File: config.mk
export PLATFORM = sky130hd
export DESIGN_NAME = color_sequencer
export DESIGN_NICKNAME = d
export VERILOG_FILES = /design/src/rtl/color_sequencer.sv
export SDC_FILE = /design/constraint.sdc
export NUM_CORES = 1
export LEC_CHECK = 0
export ABC_AREA = 1
export BUFFER_PORTS_ARGS = -buffer_cell sky130_fd_sc_hd__buf_4
export CAP_MARGIN = 20
export CORE_ASPECT_RATIO = 2
export CORE_UTILIZATION = 24
export CTS_CLUSTER_DIAMETER = 80
export CTS_CLUSTER_SIZE = 12
export DETAILED_ROUTE_END_ITERATION = 8
export PLACE_DENSITY = 0.51
export SKIP_LAST_GASP = 1
export SYNTH_ARGS = -nofsm -noshare
export SYNTH_HDL_FRONTEND = slang
export SYNTH_SLANG_ARGS = --single-unit
File: constraint.sdc
create_clock -name clk -period 3.1 [get_ports clk]
set_clock_uncertainty 0.15 [all_clocks]
set_input_delay 0.31 -clock clk [delete_from_list [all_inputs] [get_ports clk]]
set_output_delay 0.31 -clock clk [all_outputs]
set_load 0.05 [all_outputs]
File: src/rtl/color_sequencer.sv
// Memory-game color sequencer: latches a 4-slot color pattern, shows it slot by slot,
// then checks the player's guesses in order and reports match/mismatch.
module color_sequencer #(
    parameter int unsigned STEP_CYCLES = 25_000_000,
    parameter int unsigned GAP_CYCLES  = 12_500_000,
    parameter logic [7:0]  LFSR_SEED   = 8'hA5
) (
    input  logic       clk,
    input  logic       rst,
    input  logic       start,
    input  logic       pattern_sel,
    input  logic [7:0] pattern_in,
    input  logic       guess_valid,
    input  logic [1:0] guess_color,
    output logic [7:0] colorVec,
    output logic [3:0] slot_en,
    output logic [1:0] guess_idx,
    output logic       busy,
    output logic       round_done,
    output logic       match,
    output logic       mismatch
);

    localparam int unsigned MAX_CYCLES = (STEP_CYCLES > GAP_CYCLES) ? STEP_CYCLES : GAP_CYCLES;
    localparam int unsigned TW         = $clog2(MAX_CYCLES + 1);
    localparam logic [TW-1:0] STEP_LOAD = TW'(STEP_CYCLES - 1);
    localparam logic [TW-1:0] GAP_LOAD  = TW'(GAP_CYCLES - 1);

    typedef enum logic [2:0] {
        StIdle,
        StShow,
        StGap,
        StGuess,
        StResult
    } state_t;

    state_t        state;
    logic [TW-1:0] timer;
    logic [1:0]    slot;
    logic [7:0]    lfsr;
    logic          lfsr_fb;
    logic          guess_ok;

    assign lfsr_fb  = lfsr[7] ^ lfsr[5] ^ lfsr[4] ^ lfsr[3];
    assign guess_ok = (guess_color == colorVec[{guess_idx, 1'b0} +: 2]);

    // Free-running so the latched pattern depends on when start arrives.
    always_ff @(posedge clk or posedge rst) begin
        if (rst) begin
            lfsr <= LFSR_SEED;
        end else begin
            lfsr <= {lfsr[6:0], lfsr_fb};
        end
    end

    always_ff @(posedge clk or posedge rst) begin
        if (rst) begin
            state      <= StIdle;
            timer      <= '0;
            slot       <= 2'd0;
            colorVec   <= 8'h00;
            slot_en    <= 4'b0000;
            guess_idx  <= 2'd0;
            busy       <= 1'b0;
            round_done <= 1'b0;
            match      <= 1'b0;
            mismatch   <= 1'b0;
        end else begin
            unique case (state)
                StIdle: begin
                    if (start) begin
                        colorVec  <= pattern_sel ? pattern_in : lfsr;
                        match     <= 1'b0;
                        mismatch  <= 1'b0;
                        slot      <= 2'd0;
                        guess_idx <= 2'd0;
                        slot_en   <= 4'b0001;
                        timer     <= STEP_LOAD;
                        busy      <= 1'b1;
                        state     <= StShow;
                    end
                end
                StShow: begin
                    if (timer == '0) begin
                        slot_en <= 4'b0000;
                        timer   <= GAP_LOAD;
                        state   <= StGap;
                    end else begin
                        timer <= timer - TW'(1);
                    end
                end
                StGap: begin
                    if (timer == '0) begin
                        if (slot == 2'd3) begin
                            state <= StGuess;
                        end else begin
                            slot    <= slot + 2'd1;
                            slot_en <= 4'b0001 << (slot + 2'd1);
                            timer   <= STEP_LOAD;
                            state   <= StShow;
                        end
                    end else begin
                        timer <= timer - TW'(1);
                    end
                end
                StGuess: begin
                    if (guess_valid) begin
                        if (!guess_ok) begin
                            mismatch   <= 1'b1;
                            round_done <= 1'b1;
                            state      <= StResult;
                        end else if (guess_idx == 2'd3) begin
                            match      <= 1'b1;
                            round_done <= 1'b1;
                            state      <= StResult;
                        end else begin
                            guess_idx <= guess_idx + 2'd1;
                        end
                    end
                end
                StResult: begin
                    round_done <= 1'b0;
                    busy       <= 1'b0;
                    state      <= StIdle;
                end
                default: state <= StIdle;
            endcase
        end
    end

endmodule

Word-level counts from Yosys, hierarchy flattened
Index checks and enable logic that the tools add are counted. W data, S select, Z words.

Bits in registers: 56. Word-level logic and storage cells: 94. Output and inout port bits: 18.

Reduce and logical (&&, ||, !) cells: 17. Multiplexer cells: 40. Bitwise gates (word level): 3. $add $sub $neg: 3. Eq/ne operators: 18. Shift-type cells: 2.

Operators with widths (count): $mux W25 (4); $pmux W25 S3 (1); $logic_not A25 Y1 (1); $sub A25 B1 Y25 const B (1); $reduce_and A5 Y1 (4); $mux W3 (6); $ne A2 B2 Y1 const B (9); $mux W4 (4); $mux W2 (7); $pmux W3 S4 (1); $pmux W4 S3 (1); $mux W1 (9); $mux W8 (1); $pmux W1 S2 (4); $pmux W2 S2 (2); $reduce_and A4 Y1 (2); $reduce_bool A2 Y1 (4); $shiftx A8 B4 Y2 (1); $eq A3 B2 Y1 const B (2); $ne A3 B3 Y1 const B (2); $reduce_and A3 Y1 (2); $add A2 B1 Y2 const B (2); $eq A2 B2 Y1 const B (2); $reduce_and A2 Y1 (2); 7 further kinds (9).

Longest topological paths before layout
Gate-level depths: netlist (run 1).

Depth after elaboration: 5. Mapped depth: 12. Gate-level depth less buffers: 12.

Worst setup path after synthesis (run 1)
Ideal clock, no wire load.

Kind: register to register. From: reg guess_idx[0]. To: reg guess_idx[0]. Buffers on the path: 0. Arrival: 1.592 ns. Slack: 1.238 ns. Cell stages (with the launch flop): 12. Clock period less this slack: 1.862 ns. Required time: 2.830 ns. Setup time: 0.120 ns. Cells stage by stage: dfrtp_1 inv_1 nand2_1 nand3_1 nand2_1 nand2_1 nand2_1 nand2_1 nand2_1 nand3_1 nand2_1 nand2_1.

Word-level cells in the longest chain between the ends: 5. Elaborated cells between the ends (all ways): 11. Classes of those cells: 1 x add/sub; 4 x eq/ne; 1 x shift; 4 x mux; 1 x reduce/logical.

Ends and longest elaborated chain: from (decl) (line 17) `output logic [1:0] guess_idx,`; from (signal assigned) (line 117) `guess_idx <= guess_idx + 2'd1;`; parallel branches: the longest is 5 deep, another holds $shiftx A8 B4 Y2.

Parallel ways; which one is timed is not known. The select of a mux whose other input is x is not followed. A chain may end at the register's enable or synchronous reset.

Worst setup path after layout (run 1)
From: reg state[0]. To: reg timer[9].

Word-level cells in the longest chain between the ends: 3. Elaborated cells between the ends (all ways): 8. Classes of those cells: 4 x eq/ne; 1 x mux; 3 x reduce/logical.

Ends and longest elaborated chain: from (decl) (line 37) `state_t state;`; from (signal assigned) (line 58) `state <= StIdle;`; from (signal assigned) (line 80) `state <= StShow;`; from (signal assigned) (line 87) `state <= StGap;`; $eq A3 B2 Y1, or another cell as far along (line 69) `unique case (state)`; $ne A3 B3 Y1 (no line), or another cell as far along; $reduce_and A3 Y1 (no line); to (signal assigned) (line 89) `timer <= timer - TW'(1);`; to (signal assigned) (line 103) `timer <= timer - TW'(1);`; to (decl) (line 38) `logic [TW-1:0] timer;`.

Several ways; a longest one is shown, not always the timed one.

==> flow_summary.yaml, run 1 <==
run_status:
  status: "finished, final reports clean"
sta:
  slew_viol_final: 0
  fmax_mhz: 453
  hold_violations: 0
  rsz0062_at_grt: "false"
  slew_headroom: 0.516
  setup_tns_ns: 0
  period_share: 0.713
  setup_violations: 0
  worst_slew_pin_slew_ns: 0.726
  fin_crit_ns: 2.21
job:
  cap_violations: 0
synth:
  ys.flop_type: "dfrtp_1"
  ys_warn_count: 0
  synth_area_per_cell_um2: 7.85
  ys_types: 35
  synth_seq_cells: 56
  syn_nets: 449
  syn_inst: 426
  synth_top_area_share: 0.389
  yosysTopAreaCell: "dfrtp_1"
  async_flop_share: 1.00
  ys_seq_area_frac: 0.421
  synth_edf_count: 0
  synth_area_um2: 3340
  synthTopCellsByArea: "dfrtp_1, nand2_1, inv_1, o21ai_0, nand3_1"
layout:
  final_cells: 616
  drive_above_1_share: 0.208
  nets: 483
  multiInputGateArea_um2: 1620
  diodes: 0
  seqCellArea_um2: 1410
  area_growth_pct: 16.6
  nFillCells: 1487
setup_path:
  required_ns: 3.18
  setup.worst_path.end_class: "register"
  arrival_ns: 2.29
  worstRegToRegCells: 10
  regToRegStartpoint: "state[0]"
  cp_max_fo: 20
  slowest_stage: "dfrtp_1"
  reg2reg_slack_ns: 0.89
  timing.rr.end: "timer[9]"
  cp_slowest_stage_delay_ns: 0.43
  crit_chain: "nor2_2 -> inv_2 -> nor2_4 -> nand2_2 -> nand3_2 -> inv_2 -> nor2_4 -> buf_4 -> nand3_2 -> a21oi_2"
  startpoint_type: "register"
  critPathKind: "reg2reg"
floorplanning:
  die_w_um: 85.5
  core_um2: 13500
  rows: 60
  die_h_um: 169
  die_area_um2: 14400
  initial_core_util: 0.248
  io_pins: 33
detailed_routing:
  wl_per_cell_um: 13.9
  met3_length_um: 180
  antenna_left: 0
  vias: 2840
  wirelength_mm: 8.54
  drt_iter0_drc: 147
  wl_met2_mm: 5.07
  drc_errors: 0
  drt-pass1-iter-count: 6
  wl_met1_mm: 3.07
  viasPerCell: 4.61
  top_layer: "met4"
power_and_ir_drop:
  p_comb_frac: 0.029
  p_sw_mw: 0.305
  p_leak_nw: 1.96
  power_frac_clock: 0.463
  p_sw_frac: 0.212
  seq_power_share: 0.508
  p_per_area_nw_per_um2: 368
  intPower_mw: 1.13
  ir_worst_vdd_mv: 0.220
cts:
  post_cts_buffers: 0
  clk_latency_ns: 0.30
  clk_pin_slew_ns: 0.08
  holdBufCountCts: 0
  root_buffer: "clkbuf_16"
  cts_buffers: 5
  clock_path_buffers: 2
  cts_tree: "built"
  cts_resized: 0
  htreeDepth: 2
  cts_num_sinks: 56
grt:
  grt-ovfl-total: 0
  grt.total_usage: 0.125
  antenna_found_initial: 0
  grt_start_max_net_pins: 57
  grt_pass1_wl_mm: 13.9
  grt_pass1_vias: 2826
place:
  dp.cells: 608
  routabilityCongestion: 0.867
  port_buffers: 32
  dp_hpwl_mm: 6.69
hold_path:
  hold_path_class: "in2async"
synthesized netlist by cell type (2+ instances only):
library cell	number
nand2_4	2
o21ai_0	39
buf_4	2
nand2_2	5
nand4_1	8
inv_1	65
o2111ai_1	2
nor2_1	31
xnor2_1	2
nor2_2	5
nand2_1	110
nand3_2	13
buf_6	2
nor2_4	8
nor3_1	4
o21ai_2	9
inv_2	3
o21ai_1	3
clkbuf_1	2
a21oi_1	2
xor2_1	5
ha_1	8
dfstp_2	4
dfrtp_1	52
nand3_1	29
nand3b_1	2
state kept, by name, summed over array words and instances (netlist names):
signal	cells
round_done	1
busy	1
mismatch	1
guess_idx	2
timer	25
match	1
state	3
colorVec	8
slot_en	4
slot	2
lfsr	8
worst max path at each step:
stage                       startpoint      endpoint  cells past startpoint  slack (ns)
final                         state[0]      timer[9]                     10        0.89
after global placement        state[0]      timer[9]                     10        0.93
after floorplan           guess_idx[0]  guess_idx[0]                     11        1.24
after detailed placement      state[0]    slot_en[1]                     10        0.89
after CTS                     state[0]      timer[9]                     10        0.87
after global routing          state[0]    slot_en[1]                     10        0.71
power groups by stage:
stage               registers [mW]  logic [mW]  clock network (mW)
CTS                          0.730      0.0434               0.682
global route                 0.730      0.0483               0.707
finish                       0.730      0.0412               0.665
global placement             0.744      0.0435                   0
floorplan                    0.744      0.0201                   0
detailed placement           0.744      0.0433                   0
layer usage:
metal / vias up / GRT usage
met5: - / 0
met4: 0 / 0.0486
met3: 13 / 0.0132
met2: 53 / 0.259
met1: 1356 / 0.118
li1: 1418 / -
logic make-up (layout without fill, tap and decap cells):
group | count (synthesis) | in the layout | synth area share
buffers and inverters | 75 | 110 | 0.0958
adders and majority gates | 8 | 8 | 0.0299
and+or+nand+nor | 221 | 221 | 0.330
muxes | 1 | 1 | 0.00337
AOI/OAI and AO/OA | 58 | 58 | 0.102
xor gates and xnor gates | 7 | 7 | 0.0183
DFF | 56 | 56 | 0.421
through the flow:
stage | cell area, um2 | setup WS (ns) | hold WS [ns] | total power, mW | utilization
after floorplan | 3340 | 1.24 | 0.200 | 0.765 | -
after global placement | 3730 | 0.926 | 0.209 | 0.788 | 0.276
after detailed placement | 3730 | 0.885 | 0.210 | 0.788 | 0.276
after CTS | 3900 | 0.865 | 0.0952 | 1.46 | 0.289
after global routing | 3900 | 0.706 | 0.143 | 1.49 | 0.289
final | 3900 | 0.891 | 0.0496 | 1.44 | 0.289
critical path, delay by kind of cell, from the launching register on:
kind / cells / cell delay, ns
and+or+nand+nor: 6 / 1.02
DFF: 1 / 0.43
buffers and inverters: 3 / 0.42
AOI/OAI and AO/OA: 1 / 0.11
cell usage in the layout (no fill, tap or decap), drive strengths merged, types with 3 or more instances in the layout:
cell type,synthesis,layout
nor2,44,44
nand3,43,43
inv,68,69
xor2,5,5
o21ai,51,51
nor3,4,4
ha,8,8
a21oi,3,3
dfrtp,52,52
clkbuf,2,5
nand4,8,8
buf,5,34
dfstp,4,4
nand2,117,117
cell type report:
| type | count | share of cell area |
|---|---|---|
| Tap cell | 155 | 0.0497 |
| Multi-Input combinational cell | 295 | 0.415 |
| Clock inverter | 3 | 0.0119 |
| Timing Repair Buffer | 34 | 0.0654 |
| Inverter | 68 | 0.0654 |
| Sequential cell | 56 | 0.361 |
| Clock buffer | 5 | 0.0321 |
(Power assumes the default switching activity.)
==> inputs of run 2 (changes only) <==
ABC_AREA = 0   (was 1)
PLACE_DENSITY = 0.53   (was 0.51)
clock period = 1.9 ns   (was 3.1 ns; I/O delays follow)
==> flow_summary.yaml, run 2 <==
run_status:
  status: "complete, but fails checks"
  violations: "negative setup slack"
place:
  routabilityCongestion: 0.863
  dp_slack_ns: -0.401
  dp_hpwl_mm: 7.68
  placedInstanceArea_um2: 4250
  port_buffers: 32
  dp.cells: 566
cts:
  cts_tree: "built"
  clk_latency_ns: 0.30
  clk_pin_slew_ns: 0.08
  cts_buffers: 5
  root_buffer: "clkbuf_16"
  cts_num_sinks: 56
  htreeDepth: 2
  clock_path_buffers: 2
synth:
  syn_inst: 306
  yosysMostFrequentCell: "dfrtp_1"
  yosysTopAreaCell: "dfrtp_1"
  ys_warn_count: 0
  synth_area_per_cell_um2: 9.96
  async_flop_share: 1.00
  synthTopCellsByArea: "dfrtp_1, o21ai_0, mux2i_1, dfstp_2, ha_1"
  synth_edf_count: 0
  synthTopCellsByCount: "dfrtp_1, o21ai_0, nand2_1, nor2_1, nand3_1"
  syn_nets: 329
  ys_types: 57
  ys_seq_area_frac: 0.461
  synth_seq_cells: 56
  synth_area_um2: 3050
  ys.flop_type: "dfrtp_1"
  synth_top_area_share: 0.427
floorplanning:
  initial_core_util: 0.248
  io_pins: 33
  die_h_um: 161
  die_w_um: 81.7
  die_area_um2: 13200
  core_um2: 12300
  rows: 57
sta:
  rsz0062_at_grt: "true"
  fmax_mhz: 443
  slew_headroom: 0.695
  period_share: 1.19
  setup_violations: 35
  hold_violations: 0
  slew_viol_final: 0
  fin_ws_ns: -0.360
  fin_crit_ns: 2.26
  worst_slew_pin_slew_ns: 0.458
grt:
  grt_pass1_vias: 3161
  grt.total_usage: 0.165
  grt_start_max_net_pins: 36
  grt_pass1_wl_mm: 16.1
  antenna_found_initial: 0
  grt-ovfl-total: 0
setup_path:
  critPathMostFrequentCell: "o21ai_4"
  crit_buf_inv: 1
  required_ns: 1.95
  slowest_stage: "or4b_4"
  cp_max_fo: 5
  crit_chain: "or4b_4 -> o21ai_4 -> o21ai_4 -> buf_6 -> or4_1 -> a32o_1"
  startpoint_type: "register"
  cp_slowest_stage_delay_ns: 0.57
  critPathTopFamily: "simple AND/OR/NAND/NOR gates"
  critPathKind: "reg2reg"
  arrival_ns: 2.31
  setup.worst_path.end_class: "register"
layout:
  diodes: 0
  nets: 473
  final_cells: 598
  largest_reg_flops: 25
  area_growth_pct: 64.8
  top_regs: "timer: 25 flops, colorVec: 8 flops, lfsr: 8 flops"
  final_area_um2: 5020
  final_common_cell: "buf_4"
  drive_above_1_share: 0.545
  final_cell_mix: "buf_4, dfrtp_1, nand2_1"
  nFillCells: 1208
  max_flop_register: "timer"
detailed_routing:
  vias: 2994
  drt_iter0_drc: 61
  drc_errors: 0
  antenna_left: 0
  wl_per_cell_um: 17.0
  viasPerCell: 5.01
  wirelength_mm: 10.2
  drt-pass1-iter-count: 4
power_and_ir_drop:
  p_leak_nw: 2.12
  p_per_area_nw_per_um2: 1150
  ir_worst_vdd_mv: 0.856
hold_path:
  hold_path_class: "in2reg"
job:
  cap_violations: 0
run 2: cell types whose count changed after synthesis, sizes merged, moves of 12 or more:
cell	change
nor2	-26
or3	+12
o21ai	-25
nand2	-93
inv	-58
nand3	-25
run 2: what timing repair did:
item,in CTS,in global routing
cloned,0,2
resized for setup,70,23
endpoints found under the setup margin,36,38
endpoints found under the hold margin,52,0
hold buffers,1,0
setup buffers,17,4
pin swaps,27,22
run 2: cell families after synthesis:
logic type | after synthesis | share of synthesized area
adder cells (fa/ha/maj) | 8 | 0.0328
AO/OA/AOI/OAI | 76 | 0.164
buffers and inverters | 24 | 0.0345
multiplexers | 15 | 0.0583
flip-flops | 56 | 0.461
AND/OR/NAND/NOR | 121 | 0.232
XOR/XNOR | 6 | 0.0172
run 2: final timing paths:
| kind | start | to | slack [ns] | cells after the start |
|---|---|---|---|---|
| setup / recovery | state[1] | timer[15] | -0.36 | 6 |
| hold / removal | pattern_in[3] | colorVec[3] | 0.03 | 3 |
| setup reg to reg | state[1] | timer[15] | -0.36 | 6 |
| hold reg to reg | lfsr[2] | lfsr[3] | 0.26 | 0 |
| max in group asynchronous | rst | guess_idx[0] | 0.85 | 4 |
| min in group asynchronous | rst | slot[1] | 0.33 | 4 |
run 2: layout make-up:
class / instances / area, um2 / area share
flip-flops and latches: 56 / 1410 / 0.280
well taps: 147 / 184 / 0.0366
repair buffers: 151 / 1280 / 0.254
clock buffers: 5 / 125 / 0.0249
multi-input cells: 226 / 1960 / 0.390
inverters: 10 / 37.5 / 0.00747
clock inverters: 3 / 33.8 / 0.00672
run 2: stage by stage:
stage | hold WS, ns | power (mW) | util | setup TNS [ns]
final | 0.0291 | 5.77 | 0.410 | -8.13
after global routing | 0.0335 | 6.03 | 0.410 | -12.06
after CTS | 0.0262 | 5.47 | 0.396 | -7.88
after detailed placement | 0.113 | 3.93 | 0.347 | -10.77
after global placement | 0.112 | 3.91 | 0.347 | -9.42
after floorplan | 0.204 | 2.84 | - | -4.22
run 2: worst reg2reg max path, delay by kind of cell, from the launching register on:
| family | cells | cell delay, ns |
|---|---|---|
| compound gates | 3 | 0.43 |
| simple gates | 2 | 1.03 |
| flops | 1 | 0.39 |
| buf+inv | 1 | 0.15 |
run 2: where the power goes:
group	leakage, nW	internal [mW]	switching, mW	total (mW)
combinational	1.37	1.58	1.61	3.20
sequential	0.670	1.40	0.166	1.56
clock	0.0772	0.509	0.496	1.00
total	2.12	3.49	2.28	5.77
run 2: metal layers:
layer / global-route usage / up-vias / wire [um]
met3: 0.0186 / 28 / 220
met2: 0.328 / 66 / 6120
met4: 0.110 / 0 / 625
met1: 0.143 / 1465 / 3220
met5: 0 / - / 0
li1: - / 1435 / -
